===== src/rtl/ram_arbiter.sv =====
// Shares the single-port data RAM between the core (c_) and PIM (p_) ports, with lock runs and read-return routing.
// Build macro RAM_ARB_FIXED_PRIO_EN: the core always wins ARB ties instead of round-robin.
module ram_arbiter #(
  parameter int AW       = 10,
  parameter int DW       = 32,
  parameter int RD_LAT   = 2,
  parameter int LOCK_MAX = 16
) (
  input  logic            clk,
  input  logic            reset,
  input  logic            c_req,
  input  logic            c_we,
  input  logic            c_lock,
  input  logic [AW-1:0]   c_addr,
  input  logic [DW-1:0]   c_wdata,
  input  logic [DW/8-1:0] c_be,
  output logic            c_gnt,
  output logic            c_rvalid,
  output logic [DW-1:0]   c_rdata,
  input  logic            p_req,
  input  logic            p_we,
  input  logic            p_lock,
  input  logic [AW-1:0]   p_addr,
  input  logic [DW-1:0]   p_wdata,
  input  logic [DW/8-1:0] p_be,
  output logic            p_gnt,
  output logic            p_rvalid,
  output logic [DW-1:0]   p_rdata,
  output logic [AW-1:0]   ram_addr,
  output logic [DW-1:0]   ram_wdata,
  output logic            ram_wen,
  output logic            ram_rden,
  output logic [DW/8-1:0] ram_byteena,
  input  logic [DW-1:0]   ram_rdata
);
  localparam int BW = DW / 8;
  localparam int CW = $clog2(LOCK_MAX + 1);
  localparam logic [CW-1:0] CNT_MAX = CW'(LOCK_MAX);

  // state     | meaning
  // ST_ARB    | free arbitration between both ports
  // ST_LOCK_C | core owns the RAM for a lock run
  // ST_LOCK_P | PIM owns the RAM for a lock run
  localparam logic [1:0] ST_ARB    = 2'd0;
  localparam logic [1:0] ST_LOCK_C = 2'd1;
  localparam logic [1:0] ST_LOCK_P = 2'd2;

  logic [1:0]        state;
  logic              last_gnt_p;
  logic [CW-1:0]     lock_cnt;
  logic [RD_LAT-1:0] pipe_vld;
  logic [RD_LAT-1:0] pipe_own;

  logic              gnt_c, gnt_p, any_gnt;
  logic              sel_we, sel_lock;
  logic [AW-1:0]     sel_addr;
  logic [DW-1:0]     sel_wdata;
  logic [BW-1:0]     sel_be;
  logic              in_lock;
  logic [CW-1:0]     run_cnt;
  logic              run_done;
  logic              ret_vld;

  assign in_lock = (state == ST_LOCK_C) || (state == ST_LOCK_P);

  always_comb begin
    gnt_c = 1'b0;
    gnt_p = 1'b0;
    if (!reset) begin
      case (state)
        ST_LOCK_C: gnt_c = c_req;
        ST_LOCK_P: gnt_p = p_req;
        default: begin
          if (c_req && p_req) begin
`ifdef RAM_ARB_FIXED_PRIO_EN
            gnt_c = 1'b1;
`else
            gnt_c = last_gnt_p;
            gnt_p = ~last_gnt_p;
`endif
          end else begin
            gnt_c = c_req;
            gnt_p = p_req;
          end
        end
      endcase
    end
  end

  assign any_gnt   = gnt_c | gnt_p;
  assign sel_we    = gnt_p ? p_we    : c_we;
  assign sel_lock  = gnt_p ? p_lock  : c_lock;
  assign sel_addr  = gnt_p ? p_addr  : c_addr;
  assign sel_wdata = gnt_p ? p_wdata : c_wdata;
  assign sel_be    = gnt_p ? p_be    : c_be;

  assign c_gnt       = gnt_c;
  assign p_gnt       = gnt_p;
  assign ram_addr    = any_gnt ? sel_addr  : '0;
  assign ram_wdata   = any_gnt ? sel_wdata : '0;
  assign ram_byteena = any_gnt ? sel_be    : '0;
  assign ram_wen     = any_gnt & sel_we & (|sel_be);
  assign ram_rden    = any_gnt & ~sel_we;

  // Grant count this access would bring the run to; the first locked grant counts as one.
  assign run_cnt  = in_lock ? (lock_cnt + CW'(1)) : CW'(1);
  assign run_done = (run_cnt == CNT_MAX);

  always_ff @(posedge clk) begin
    if (reset) begin
      state      <= ST_ARB;
      last_gnt_p <= 1'b1;
      lock_cnt   <= '0;
    end else if (in_lock) begin
      if (!any_gnt || !sel_lock || run_done) begin
        state      <= ST_ARB;
        lock_cnt   <= '0;
        last_gnt_p <= (state == ST_LOCK_P);
      end else begin
        lock_cnt <= run_cnt;
      end
    end else begin
      state <= ST_ARB;
      if (any_gnt) begin
        last_gnt_p <= gnt_p;
        if (sel_lock && !run_done) begin
          state    <= gnt_p ? ST_LOCK_P : ST_LOCK_C;
          lock_cnt <= run_cnt;
        end
      end
    end
  end

  // Read-return pipe tracks which port owns the data emerging from the RAM.
  always_ff @(posedge clk) begin
    if (reset) begin
      pipe_vld <= '0;
      pipe_own <= '0;
    end else begin
      pipe_vld[0] <= any_gnt & ~sel_we;
      pipe_own[0] <= gnt_p;
      for (int i = 1; i < RD_LAT; i++) begin
        pipe_vld[i] <= pipe_vld[i-1];
        pipe_own[i] <= pipe_own[i-1];
      end
    end
  end

  assign ret_vld  = pipe_vld[RD_LAT-1] & ~reset;
  assign c_rvalid = ret_vld & ~pipe_own[RD_LAT-1];
  assign p_rvalid = ret_vld &  pipe_own[RD_LAT-1];
  assign c_rdata  = c_rvalid ? ram_rdata : '0;
  assign p_rdata  = p_rvalid ? ram_rdata : '0;

endmodule


===== config.mk =====
export PLATFORM = sky130hd
export DESIGN_NAME = ram_arbiter
export DESIGN_NICKNAME = d
export VERILOG_FILES = /design/src/rtl/ram_arbiter.sv
export SDC_FILE = /design/constraint.sdc
export NUM_CORES = 1
export LEC_CHECK = 0
export CAP_MARGIN = 20
export CORE_AREA = 2 2 96 98
export DETAILED_ROUTE_END_ITERATION = 16
export DIE_AREA = 0 0 98 100
export PLACE_DENSITY_LB_ADDON = 0.25
export SYNTH_ARGS = -nofsm -noshare
export SYNTH_HDL_FRONTEND = slang
export SYNTH_SLANG_ARGS = --single-unit

===== constraint.sdc =====
create_clock -name clk -period 2.2 [get_ports clk]
set_input_delay 0.44 -clock clk [delete_from_list [all_inputs] [get_ports clk]]
set_output_delay 0.44 -clock clk [all_outputs]
set_load 0.01 [all_outputs]

=== After elaboration in Yosys (flattened, before gate mapping) ===
Index checks and enable logic that the tools add are counted.

* Register bits after elaboration: 12
* Output and inout bits: 116
* Input port bits: 132
* Logic and storage cells: 63

* Eq/ne operators: 4
* Bitwise gates (word level): 11
* Add/subtract/negate cells: 1
* Muxes and demuxes: 29
* Reductions and logical operators: 13

{| class="wikitable"
|+ Operators by type and width
! kind !! count
|-
| $mux W32 || 4
|-
| $mux W5 || 5
|-
| $mux W10 || 2
|-
| $mux W2 || 5
|-
| $mux W1 || 9
|-
| $mux W4 || 2
|-
| $and A1 B1 Y1 || 6
|-
| $add A5 B1 Y5 const B || 1
|-
| $eq A5 B5 Y1 const B || 1
|-
| $not A1 Y1 || 4
|-
| $pmux W1 S2 || 2
|-
| $reduce_and A2 Y1 || 2
|-
| $reduce_bool A2 Y1 || 2
|-
| $reduce_or A4 Y1 || 1
|-
| $logic_not A1 Y1 || 3
|-
| $logic_or A1 B1 Y1 || 3
|-
| $eq A2 B1 Y1 const B || 1
|-
| $eq A2 B2 Y1 const B || 1
|-
| $logic_and A1 B1 Y1 || 2
|-
| $ne A2 B1 Y1 const B || 1
|-
| $or A1 B1 Y1 || 1
|}

=== Depth between registers and ports, before layout ===
Gate-level depths: netlist (run 1).

* Word-level depth: 10
* Depth in mapped cells: 10
* Gate-level depth less buffers: 8

=== Worst setup path before layout (run 1) ===
No wires, ideal clock.

* Kind: flip-flop to output port
* Start: register state[0]
* End: output port ram_wdata[10]
* Setup slack: -0.153 ns
* Stages on the path, launching flop included: 10
* Buffers on the path: 3
* Arrival time: 1.913 ns
* Cell sequence: dfxtp_1 -> inv_1 -> ha_1 -> buf_6 -> o211ai_4 -> inv_4 -> nor2_1 -> buf_2 -> clkbuf_1 -> a22o_1

* Cells in the longest elaborated chain, start to end: 5
* Elaborated cells on any way between the ends: 9

{| class="wikitable"
|+ RTL lines
! element !! RTL line !! RTL
|-
| start, declared || 48 || <nowiki>logic [1:0] state;</nowiki>
|-
| start signal, assigned || 127 || <nowiki>state <= gnt_p ? ST_LOCK_P : ST_LOCK_C;</nowiki>
|-
| $eq A2 B2 Y1 or $eq A2 B1 Y1 (tied branches) || 70 || <nowiki>case (state)</nowiki>
|-
| $pmux W1 S2 || 70 ||
|-
| $mux W1 || 69 || <nowiki>if (!reset) begin</nowiki>
|-
| $mux W32 or $or A1 B1 Y1 (tied branches) || 94, 90 ||
|-
| $mux W32 * || 100 || <nowiki>assign ram_wdata = any_gnt ? sel_wdata : '0;</nowiki>
|-
| end, declared || 30 || <nowiki>output logic [DW-1:0] ram_wdata,</nowiki>
|}

Mark *: on every way between the ends. The rest lies on a longest branch, timed or not.

=== Worst setup path after layout (run 1) ===
* Start: register state[0]
* End: output port ram_wdata[4]

The elaborated chain is that of the path after synthesis.

==> results of run 1 <==
-- critical path, cell delays in order, from the launching register on --
cell and delay (ns):
dfxtp_2 0.33, inv_2 0.04, ha_4 0.31, nand3b_1 0.09, o211ai_1 0.09, buf_4 0.17, nor2_4 0.04, buf_12 0.14
buf_12 0.13, a22o_1 0.21, buf_2 0.15
-- logic make-up (layout without fill, tap and decap cells) --
family / Yosys count / count (layout)
adders and majority gates: 3 / 3
and+or+nand+nor: 97 / 97
DFF: 12 / 12
buffers and inverters: 30 / 297
muxes: 1 / 1
xor gates and xnor gates: 2 / 2
AOI/OAI and AO/OA: 69 / 69
-- final cells by class --
| cell class | count | area share, % |
|---|---|---|
| clock buffers | 3 | 0.909 |
| inverters | 10 | 0.936 |
| multi-input cells | 172 | 29.6 |
| flip-flops and latches | 12 | 5.34 |
| well taps | 111 | 3.06 |
| repair buffers | 284 | 60.2 |
-- power by group --
part	switching [mW]	leakage [nW]	internal (mW)
Sequential	0.00969	0.0987	0.230
Combinational	0.310	2.08	0.503
Clock	0.0828	0.0216	0.121
-- flip-flops by register name, summed over array words and instances, names as in the netlist --
register and flops:
last_gnt_p 1, lock_cnt 5, pipe_own 2, pipe_vld 2, state 2
-- routing by layer --
metal | GRT usage [%] | up-vias | share of wire [%]
met5 | 0 | - | 0
met4 | 3.21 | 0 | 1.2
met3 | 5.01 | 10 | 9.6
met2 | 36.7 | 169 | 53
met1 | 20.7 | 1226 | 36
li1 | - | 1316 | -
-- timing repair --
item / CTS / global route
pin swaps: 8 / 9
resized for setup: 330 / 11
hold endpoints to repair: 0 / 0
setup endpoints to repair: 122 / 117
cloned: 4 / 2
buffers inserted: 7 / 1
-- cell usage in the layout (no fill, tap or decap), drive strengths merged, types with 2 or more instances in the layout --
master and instances:
a31o 3, nand2 3, ha 3, and2 65, nor3 3, clkdlybuf4s50 128, o31a 2, dlygate4sd2 50
nor3b 3, buf 84, nor2 4, nor2b 4, o21ai 2, inv 10, a22o 46, clkdlybuf4s15 19
o22ai 2, xor2 2, a21oi 5, o211ai 2, nand3 6, or4 2, dfxtp 12, nand4 3
clkbuf 6
-- through the flow --
| stage | instances | hold WS [ns] |
|---|---|---|
| after floorplan | 214 | 0.414 |
| after global placement | 577 | 0.420 |
| after detailed placement | 577 | 0.430 |
| after CTS | 591 | 0.442 |
| after global routing | 592 | 0.464 |
| final | 592 | 0.440 |
-- worst paths after layout --
check	slack, ns	startpoint	depth (start not counted)	endpoint
worst max register to register	0.07	state[0]	9	lock_cnt[4]
worst min register to register	0.44	pipe_vld[0]	1	pipe_vld[1]
worst min-delay path	0.44	pipe_vld[0]	1	pipe_vld[1]
worst max-delay path	-0.19	state[0]	10	ram_wdata[4]
==> impl_metrics.json, run 1 <==
{
  "nFillCells": 866,
  "placed_area_sq_um": 4400,
  "ctsHoldBuffers": 0,
  "required_ns": 1.76,
  "critPathMaxFanout": 7,
  "synth_most_common_cell": "and2_1",
  "layout-drive-gt1-share_pct": 24.3,
  "wl_per_cell_um": 17.1,
  "clk_latency_ns": 0.24,
  "max_clock_freq_mhz": 418,
  "slew_viol_final": 0,
  "synth_xor_area_share_pct": 1.09,
  "rows": 35,
  "post_drt_via_cell_ratio": 4.60,
  "routed_wl_um": 10100,
  "clkSinkCount": 12,
  "track_usage_pct": 18.9,
  "die_y_um": 100,
  "synth_top_family_by_area": "simple AND/OR/NAND/NOR gates",
  "rsz0062_at_grt": "true",
  "grt_max_degree": 35,
  "dieWidth_um": 98,
  "yosysTopAreaCellShare_pct": 25.3,
  "drtAntennaViolNets": 0,
  "cts-htree-levels": 1,
  "max-cap-violations": 0,
  "drt-pass1-iter-count": 4,
  "yosys_warnings": 0,
  "grt_pass1_wl_um": 14600,
  "netlist_instances": 214,
  "final_core_util_pct": 51.1,
  "syn_nets": 349,
  "seq_area_frac_synth_pct": 14.9,
  "fin_crit_sh_pct": 109,
  "grt_pass1_vias": 2691,
  "preCtsSetupSlack_ns": -0.705,
  "crit_type": "reg -> out",
  "vdd.ir_drop.worst_uv": 181,
  "coreArea_sq_um": 8890,
  "synth_enable_flop_cells": 0,
  "multi_input_area_sq_um": 1350,
  "gp_congestion": 0.881,
  "cts_root_buf": "clkbuf_8",
  "seqCellArea_sq_um": 243,
  "antenna_found_initial": 0,
  "synth_common_cells": "and2_1 (65), a22o_1 (46), clkbuf_1 (13)",
  "hp-class": "reg -> reg",
  "synth.mux.area_fraction_pct": 0.622,
  "synth_compound_area_share_pct": 36.4,
  "route.detailed.drc": 0,
  "avgSynthCellArea_sq_um": 7.52,
  "finalSetupTns_ns": -6.86,
  "fin_nets": 618,
  "maxSlewHeadroom_pct": 77.8,
  "cts_buffers": 3,
  "clk_pin_slew_ns": 0.05,
  "n_antenna_cell": 0,
  "synth_simple_gate_area_share_pct": 36.8,
  "gr-total-overflow": 0,
  "leakage_nw": 2.20,
  "ys_ff_latch": 12,
  "area_growth_pct": 182,
  "min_period_ns": 2.39,
  "powerDensity_nw_per_um2": 276,
  "ys_types": 39,
  "hold_viol": 0,
  "die_area_sq_um": 9800,
  "violations": "setup timing",
  "power_mw": 1.26,
  "yosys.area_share.adder_pct": 2.33,
  "stdcell_area_sq_um": 4540,
  "synth_area_leaders": "and2_1 (25%), a22o_1 (25%), dfxtp_1 (15%)",
  "start_util_pct": 18.1,
  "start_kind": "flip-flop",
  "netlist_area_sq_um": 1610,
  "tightest_slew_ns": 0.332,
  "setup_viol": 47,
  "ios": 248,
  "finalWorstSetupSlack_ns": -0.190,
  "fin_skew_ns": 0.00558,
  "status": "finished, violations left",
  "cts_tree": "built",
  "port_buffers": 247,
  "endpoint_kind": "primary output",
  "dpl.hpwl_um": 8220,
  "clock_path_buffers": 2,
  "drt-initial-drc-count": 79,
  "worst-endpoint-arrival_ns": 1.95,
  "ys.flop_type": "dfxtp_1",
  "async_flop_share_pct": 0,
  "yosysTopAreaCell": "and2_1",
  "vias": 2721
}
(Power assumes the default switching activity.)
==> run 2: changes to the inputs <==
--- a/config.mk
+++ b/config.mk
@@ -10,6 +10,7 @@
 export DETAILED_ROUTE_END_ITERATION = 16
 export DIE_AREA = 0 0 98 100
 export PLACE_DENSITY_LB_ADDON = 0.25
+export REMOVE_ABC_BUFFERS = 1
 export SYNTH_ARGS = -nofsm -noshare
 export SYNTH_HDL_FRONTEND = slang
 export SYNTH_SLANG_ARGS = --single-unit
==> run 2 against run 1 <==
Against the previous run: the run still ends with setup timing left; fmax is 0.43% lower; final cell count is 1.2% higher; via count is 1.4% higher; flip-flop and latch count stayed put; routed wire length is 1.7% lower; setup slack worse by 0.010 ns; worst hold slack worse by 0.00057 ns; global-route usage is 0.66 points lower; non-clock buffer count is 6 higher; clock skew is 0.0014 ns higher; largest cell class unchanged; first-iteration DRC count is 37% higher.
==> impl_metrics.json, run 2 (synthesis results as in run 1) <==
{
  "tightest_slew_ns": 0.299,
  "setup_viol": 49,
  "rr_worst_depth": 9,
  "ctsHoldBuffers": 0,
  "power_mw": 1.29,
  "die_area_sq_um": 9800,
  "grt_pass1_vias": 2784,
  "die_y_um": 100,
  "fin_cells": 599,
  "finalWorstSetupSlack_ns": -0.201,
  "clk_latency_ns": 0.24,
  "hp-class": "reg -> reg",
  "routed_wl_um": 9960,
  "rsz0062_at_grt": "true",
  "r2r_start": "state[0]",
  "place_inst": 573,
  "grt_max_degree": 34,
  "gp_congestion": 0.867,
  "cts_tree": "built",
  "min_delay_worst_endpoint": "pipe_vld[1]",
  "coreArea_sq_um": 8890,
  "vias": 2758,
  "hold_viol": 0,
  "crit_chain": "inv_2 -> ha_4 -> o211ai_1 -> buf_4 -> nor2_4 -> buf_6 -> clkbuf_16 -> a22o_1 -> buf_2",
  "layout_common_cells": "clkdlybuf4s50_1 (126), and2_1 (64), a22o_1 (46)",
  "fin_nets": 624,
  "worst-endpoint-arrival_ns": 1.96,
  "cts_root_buf": "clkbuf_8",
  "stdcell_area_sq_um": 4610,
  "vdd.ir_drop.worst_uv": 158,
  "violations": "setup timing",
  "critPathMaxFanout": 6,
  "placed_area_sq_um": 4380,
  "track_usage_pct": 18.2,
  "port_buffers": 247,
  "clkSinkCount": 12,
  "fin_crit_sh_pct": 109,
  "mostFrequentLayoutCell": "clkdlybuf4s50_1",
  "gr-total-overflow": 0,
  "wl_per_cell_um": 16.6,
  "status": "finished, violations left",
  "preCtsSetupSlack_ns": -0.665,
  "clock_path_buffers": 2,
  "layout-drive-gt1-share_pct": 28.3,
  "largest_register_ffs": 5,
  "finalSetupTns_ns": -8.62,
  "n_antenna_cell": 0,
  "post_drt_via_cell_ratio": 4.60,
  "slew_viol_final": 0,
  "crit_type": "reg -> out",
  "drt-pass1-iter-count": 4,
  "critPathMaxStageDelay_ns": 0.34,
  "dpl.hpwl_um": 7930,
  "crit_slowest_cell": "dfxtp_2",
  "final_core_util_pct": 51.8,
  "endpoint_kind": "primary output",
  "grt_pass1_wl_um": 14200,
  "max_clock_freq_mhz": 417,
  "start_kind": "flip-flop",
  "route.detailed.drc": 0,
  "powerDensity_nw_per_um2": 279,
  "leakage_nw": 2.22,
  "rows": 35,
  "area_growth_pct": 186,
  "ios": 248,
  "maxSlewHeadroom_pct": 80.0,
  "cts_buffers": 3,
  "largest-register": "lock_cnt",
  "ff2ff_setup_slack_ns": -0.05,
  "start_util_pct": 18.1,
  "reg2reg_to": "lock_cnt[4]",
  "drt-initial-drc-count": 108,
  "clk_pin_slew_ns": 0.06,
  "min_period_ns": 2.40,
  "min_path_cells": 1,
  "required_ns": 1.76,
  "hold_path_startpoint": "pipe_vld[0]",
  "antenna_found_initial": 0,
  "hold_ws_ns": 0.439,
  "fin_skew_ns": 0.00697,
  "dieWidth_um": 98,
  "cts-htree-levels": 1,
  "drtAntennaViolNets": 0,
  "max-cap-violations": 0
}
run 2: cell count changes in the layout (fill, tap and decap cells not counted), moves of 4 or more:
cell,before,now
clkdlybuf4s15_2,4,11
buf_2,34,38
a22o_4,5,0
a22o_1,41,46
dlygate4sd2_1,50,42
run 2: worst max path at each step:
stage              from       endpoint  slack [ns]  cells past startpoint
6_report       state[0]    ram_addr[6]       -0.20                      9
2_1_floorplan  state[0]       ram_rden       -1.64                      8
3_3_place_gp      c_req  ram_wdata[12]       -0.64                      7
3_5_place_dp      c_req  ram_wdata[12]       -0.66                      7
5_1_grt        state[0]  ram_wdata[12]       -0.29                     10
4_1_cts        state[0]  ram_wdata[12]       -0.18                     10
run 2: per-layer routing:
metal	share of wire [%]	vias up	track usage [%]
li1	-	1333	-
met1	32	1233	17.3
met2	55	173	37.1
met3	9.6	19	4.81
met4	3.6	0	6.52
met5	0	-	0
run 2: critical path: cells and delay by family, from the launching register on:
family	cells	cell delay, ns
DFF	1	0.34
adders and majority gates	1	0.26
AOI/OAI and AO/OA	2	0.42
and+or+nand+nor	1	0.04
buffers and inverters	5	0.64
run 2: cell type report:
cell class	instances	area, sq um
repair buffers	290	2780
clock buffers	4	55.1
fillers	873	4280
inverters	10	42.5
well taps	111	139
flip-flops and latches	12	243
multi-input cells	172	1350
run 2: power breakdown:
group / switching [mW] / internal [mW] / total, mW
registers: 0.0102 / 0.230 / 0.240
clock network: 0.0900 / 0.158 / 0.248
logic: 0.300 / 0.498 / 0.797
run 2: timing repair:
item	in CTS	in global routing
setup endpoints to repair	123	96
gates cloned	3	3
pin swaps	7	5
buffers inserted	12	6
resized for setup	339	28
endpoints found under the hold margin	0	0
==> run 3: changes to the inputs <==
--- a/config.mk
+++ b/config.mk
@@ -9,6 +9,7 @@
 export CORE_AREA = 2 2 96 98
 export DETAILED_ROUTE_END_ITERATION = 16
 export DIE_AREA = 0 0 98 100
+export GPL_ROUTABILITY_DRIVEN = 0
 export PLACE_DENSITY_LB_ADDON = 0.25
 export REMOVE_ABC_BUFFERS = 1
 export SYNTH_ARGS = -nofsm -noshare
==> results of run 3 <==
Final layout, timing and power as in run 2 (identical DEF).
